### config.mk
export PLATFORM = sky130hd
export DESIGN_NAME = branch_resolve_ctrl
export DESIGN_NICKNAME = d
export VERILOG_FILES = /design/src/rtl/branch_ctrl_pkg.sv /design/src/rtl/branch_resolve_ctrl_sat_cnt16.sv /design/src/rtl/branch_resolve_ctrl.sv
export SDC_FILE = /design/constraint.sdc
export NUM_CORES = 1
export LEC_CHECK = 0
export ABC_AREA = 1
export CORE_MARGIN = 1
export CORE_UTILIZATION = 43
export CTS_BUF_LIST = sky130_fd_sc_hd__clkbuf_4
export DETAILED_ROUTE_END_ITERATION = 10
export PLACE_DENSITY = 0.93
export SYNTH_ARGS = -nofsm -noshare
export SYNTH_HDL_FRONTEND = slang
export SYNTH_SLANG_ARGS = --single-unit
### constraint.sdc
create_clock -name clk -period 1.9 [get_ports clk]
set_input_delay 0.285 -clock clk [delete_from_list [all_inputs] [get_ports clk]]
set_output_delay 0.285 -clock clk [all_outputs]
set_load 0.02 [all_outputs]
### src/rtl/branch_ctrl_pkg.sv
// Shared state encoding, branch opcodes and timing limits for the ID-stage branch resolver.
package branch_ctrl_pkg;

    typedef enum logic [1:0] {
        IDLE     = 2'd0,
        WAIT     = 2'd1,
        RESOLVE  = 2'd2,
        REDIRECT = 2'd3
    } brState_t;

    localparam logic [1:0] BR_NONE = 2'b00;

    localparam int FLUSH_CYC_DEF = 1;
    localparam int WAIT_MAX_DEF  = 15;
    localparam int WAIT_CW       = 4;
    localparam int FLUSH_CW      = 2;

endpackage

### src/rtl/branch_resolve_ctrl_sat_cnt16.sv
// 16-bit event counter that sticks at all-ones instead of wrapping.
module sat_cnt16 (
    input  logic        clk,
    input  logic        rst_n,
    input  logic        inc,
    output logic [15:0] count
);

    always_ff @(posedge clk or negedge rst_n) begin
        if (!rst_n)
            count <= 16'h0000;
        else if (inc && count != 16'hFFFF)
            count <= count + 16'd1;
    end

endmodule

### src/rtl/branch_resolve_ctrl.sv
// ID-stage branch sequencer: waits for operands, feeds the comparator, redirects PC.
// Optional BRANCH_STATS_EN adds saturating taken / not-taken / stall-cycle counters.
module branch_resolve_ctrl
    import branch_ctrl_pkg::*;
#(
    parameter int DW        = 16,
    parameter int FLUSH_CYC = FLUSH_CYC_DEF,
    parameter int WAIT_MAX  = WAIT_MAX_DEF
) (
    input  logic          clk,
    input  logic          rst_n,
    input  logic          br_valid,
    input  logic [1:0]    br_op,
    input  logic [DW-1:0] br_target,
    input  logic [DW-1:0] reg_in,
    input  logic [DW-1:0] reg15_in,
    input  logic          opnd_ready,
    input  logic          kill,
    output logic [1:0]    cmpr_op,
    output logic [DW-1:0] cmpr_a,
    output logic [DW-1:0] cmpr_b,
    input  logic          cmpr_jmp_true,
    output logic          stall,
    output logic          flush,
    output logic          pc_sel,
    output logic [DW-1:0] pc_target,
    output logic          timeout
`ifdef BRANCH_STATS_EN
    ,
    output logic [15:0]   taken_cnt,
    output logic [15:0]   nt_cnt,
    output logic [15:0]   stall_cnt
`endif
);

    brState_t              state, stateNext;
    logic [WAIT_CW-1:0]    waitCnt, waitCntNext, waitInc;
    logic [FLUSH_CW-1:0]   flushCnt, flushCntNext;
    logic                  accept, latchOpnd, timeoutSet;

    assign waitInc = waitCnt + 1'b1;

    // Kill has priority over operand arrival and over the timeout check.
    always_comb begin
        stateNext    = state;
        waitCntNext  = waitCnt;
        flushCntNext = flushCnt;
        accept       = 1'b0;
        latchOpnd    = 1'b0;
        timeoutSet   = 1'b0;
        case (state)
            IDLE: begin
                if (br_valid && br_op != BR_NONE) begin
                    accept = 1'b1;
                    if (opnd_ready) begin
                        latchOpnd = 1'b1;
                        stateNext = RESOLVE;
                    end else begin
                        stateNext = WAIT;
                    end
                end
            end
            WAIT: begin
                if (kill) begin
                    stateNext   = IDLE;
                    waitCntNext = '0;
                end else if (opnd_ready) begin
                    latchOpnd   = 1'b1;
                    stateNext   = RESOLVE;
                    waitCntNext = '0;
                end else if (waitInc == WAIT_CW'(WAIT_MAX)) begin
                    timeoutSet  = 1'b1;
                    stateNext   = IDLE;
                    waitCntNext = '0;
                end else begin
                    waitCntNext = waitInc;
                end
            end
            RESOLVE: begin
                if (kill)
                    stateNext = IDLE;
                else if (cmpr_jmp_true)
                    stateNext = REDIRECT;
                else
                    stateNext = IDLE;
            end
            REDIRECT: begin
                if (flushCnt == FLUSH_CW'(FLUSH_CYC - 1)) begin
                    stateNext    = IDLE;
                    flushCntNext = '0;
                end else begin
                    flushCntNext = flushCnt + 1'b1;
                end
            end
            default: stateNext = IDLE;
        endcase
    end

    always_ff @(posedge clk or negedge rst_n) begin
        if (!rst_n) begin
            state    <= IDLE;
            waitCnt  <= '0;
            flushCnt <= '0;
            timeout  <= 1'b0;
        end else begin
            state    <= stateNext;
            waitCnt  <= waitCntNext;
            flushCnt <= flushCntNext;
            if (timeoutSet)
                timeout <= 1'b1;
        end
    end

    always_ff @(posedge clk or negedge rst_n) begin
        if (!rst_n) begin
            cmpr_op   <= BR_NONE;
            pc_target <= '0;
            cmpr_a    <= '0;
            cmpr_b    <= '0;
        end else begin
            if (accept) begin
                cmpr_op   <= br_op;
                pc_target <= br_target;
            end
            if (latchOpnd) begin
                cmpr_a <= reg_in;
                cmpr_b <= reg15_in;
            end
        end
    end

    assign stall  = (state == WAIT) || (state == RESOLVE);
    assign flush  = (state == REDIRECT);
    assign pc_sel = (state == REDIRECT) && (flushCnt == '0);

`ifdef BRANCH_STATS_EN
    logic takenInc, ntInc;

    assign takenInc = (state == RESOLVE) && !kill && cmpr_jmp_true;
    assign ntInc    = (state == RESOLVE) && !kill && !cmpr_jmp_true;

    sat_cnt16 uTakenCnt (.clk(clk), .rst_n(rst_n), .inc(takenInc), .count(taken_cnt));
    sat_cnt16 uNtCnt    (.clk(clk), .rst_n(rst_n), .inc(ntInc),    .count(nt_cnt));
    sat_cnt16 uStallCnt (.clk(clk), .rst_n(rst_n), .inc(stall),    .count(stall_cnt));
`endif

endmodule

==> impl_metrics.env, run 1 <==
export IMPL_reg2reg_depth=8
export IMPL_cts_root_buf="clkbuf_4"
export IMPL_synth_fp_nets=353
export IMPL_ys_ff_latch=59
export IMPL_antenna_found_initial=0
export IMPL_htreeDepth=3
export IMPL_clk_pin_slew_worst_paths_ns=0.10
export IMPL_layout_common_cells="138 x nand2_1, 105 x clkdlybuf4s50_1, 59 x dfrtp_1"
export IMPL_cts_tree="done"
export IMPL_yosys_area_top_type="dfrtp_1"
export IMPL_period_needed_ns=1.79
export IMPL_ios=110
export IMPL_placed_area_um2=3700
export IMPL_coreArea_um2=5570
export IMPL_yosys_area_share_simple=0.295
export IMPL_postSynthCellCount=288
export IMPL_wirelength_mm=6.13
export IMPL_synth_seq_area_share=0.585
export IMPL_die_w_um=78.6
export IMPL_mostFrequentLayoutCell="nand2_1"
export IMPL_tightest_slew_ns=0.435
export IMPL_min_path_type="input port to asynchronous set/reset pin"
export IMPL_die_area_um2=6180
export IMPL_cts_sink_count=59
export IMPL_drv_slew=0
export IMPL_syn_area_per_cell_um2=8.77
export IMPL_rsz0062_at_grt="yes"
export IMPL_finalCoreUtilization=0.695
export IMPL_fmax_ghz=0.560
export IMPL_synthMuxAreaShare=0
export IMPL_crit_path_start_kind="flop"
export IMPL_final_hold_viol_count=0
export IMPL_netlist_area_leader_share=0.585
export IMPL_viasPerCell=4.82
export IMPL_worst_skew_pair_late_latency_ns=0.39
export IMPL_crit_arrival_ns=1.50
export IMPL_post_route_period_util=0.941
export IMPL_num_rows=27
export IMPL_place_gp_congestion=0.814
export IMPL_yosys_top_cells_area="dfrtp_1 58%, nand2_1 21%, nand3_1 7.1%"
export IMPL_synthToLayoutAreaGrowth_pct=53.5
export IMPL_wire_per_inst_um=12.7
export IMPL_synth_cell_type_count=19
export IMPL_numCtsBuffers=9
export IMPL_synth_top_family_by_area="simple AND/OR/NAND/NOR gates"
export IMPL_p_per_area_nw_per_um2=1530
export IMPL_power_leakage_uw=0.00192
export IMPL_cp_max_fo=4
export IMPL_skew_ns=0.0190
export IMPL_grt_pass1_vias=2316
export IMPL_synth_area_um2=2520
export IMPL_postRouteAntennaNets=0
export IMPL_synth_compound_area_frac=0.0248
export IMPL_maxCapViolCount=0
export IMPL_antenna_cells=0
export IMPL_grt_max_degree=42
export IMPL_drc=0
export IMPL_die_h_um=78.6
export IMPL_cts_buffer_depth=2
export IMPL_synth_xor_area_frac=0
export IMPL_initial_core_util=0.453
export IMPL_crit_type="flop to output pin"
export IMPL_fin_hold_ws_ns=0.374
export IMPL_setup_viol=0
export IMPL_postLayoutCellArea_um2=3870
export IMPL_grt_first_pass_wirelength_mm=10.3
export IMPL_gr_total_overflow=0
export IMPL_peakVddDrop_uv=901
export IMPL_io_buffers=109
export IMPL_yosysWarnings=0
export IMPL_routed_via_count=2317
export IMPL_dp_hpwl_mm=4.49
export IMPL_grt_util_all_layers=0.218
export IMPL_fin_nets=469
export IMPL_status="finished, final reports clean"
export IMPL_required_ns=1.62
export IMPL_drtPass1Iterations=4
export IMPL_relSlewSlack=0.710
export IMPL_drive_gt1_frac=0.0685
export IMPL_drt_iter0_drc=118
export IMPL_synthAdderAreaFrac=0.0446
export IMPL_end_kind="output pin"
[cells in the mapped netlist]
library cell	instances
nand3_2	1
nor2_1	2
nor3_2	1
a31o_2	1
o21ai_0	7
o21ai_1	1
buf_2	4
nand3_1	36
o22ai_1	1
nand4_1	2
inv_1	15
clkbuf_1	3
buf_4	5
inv_2	1
dfrtp_1	59
a22oi_1	1
nand2_2	1
ha_1	9
nand2_1	138
[state kept, by name, indices dropped and copies added, names as in the netlist]
name       cells
state          2
flushCnt       2
cmpr_a        16
cmpr_op        2
timeout        1
pc_target     16
cmpr_b        16
waitCnt        4
[report_power, final]
| group | switching, µW | internal, µW | total, µW |
|---|---|---|---|
| Sequential | 340 | 1790 | 2130 |
| Combinational | 1500 | 1340 | 2830 |
| Clock | 430 | 538 | 968 |
[cell families (layout without fill, tap and decap cells)]
kind of cell	count (synthesis)	count (layout)
buffers and inverters	28	149
and+or+nand+nor	181	181
adders and majority gates	9	9
AOI/OAI and AO/OA	11	11
DFF	59	59
[final timing paths]
path	start	endpoint	slack [ns]
setup / recovery	state[0]$_DFFE_PN0P_	stall	0.11
hold / removal	rst_n	pc_target[5]$_DFFE_PN0P_	0.37
setup reg to reg	state[0]$_DFFE_PN0P_	pc_target[15]$_DFFE_PN0P_	0.30
hold reg to reg	pc_target[9]$_DFFE_PN0P_	pc_target[9]$_DFFE_PN0P_	0.48
max in group asynchronous	rst_n	cmpr_b[4]$_DFFE_PN0P_	0.96
min in group clk	reg15_in[8]	cmpr_b[8]$_DFFE_PN0P_	0.42
[metrics by stage]
| step | cells | setup slack, ns | power [µW] | setup TNS [ns] |
|---|---|---|---|---|
| finish | 481 | 0.113 | 5930 | 0 |
| detailed placement | 463 | 0.186 | 5000 | 0 |
| CTS | 480 | 0.0396 | 5990 | 0 |
| floorplan | 288 | 0.506 | 3560 | 0 |
| global route | 481 | -0.0151 | 6350 | -0.0151 |
| global placement | 463 | 0.220 | 4890 | 0 |
[layout make-up]
class,count,area (µm²)
clock buffers,10,75.1
clock inverters,6,80.1
fillers,465,1700
inverters,16,60.1
multi-input cells,201,922
flip-flops and latches,59,1480
well taps,72,90.1
repair buffers,117,1170
[worst max-delay path, stage by stage (launching register included)]
cell             delay (ns)
dfrtp_1                0.41
inv_1                  0.10
ha_1                   0.31
clkdlybuf4s15_1        0.30
[timing repair]
item,4_1_cts,5_1_grt
endpoints found under the hold margin,18,0
gates resized for setup,4,1
pin swaps,0,0
hold buffers,1,0
setup endpoints to repair,3,2
buffers inserted,0,1
[per-layer routing]
layer | global-route usage | part of all wire
met2 | 0.377 | 0.51
met5 | 0 | 0
met4 | 0.0722 | 0.0082
met1 | 0.256 | 0.40
met3 | 0.0674 | 0.085
No activity file was read; power rests on OpenSTA's default activity.
==> run 2, diff against run 1 <==
Settings changed: CTS_CLUSTER_SIZE set to 16.
==> results of run 2 <==
Final layout, timing and power as in run 1 (identical DEF).
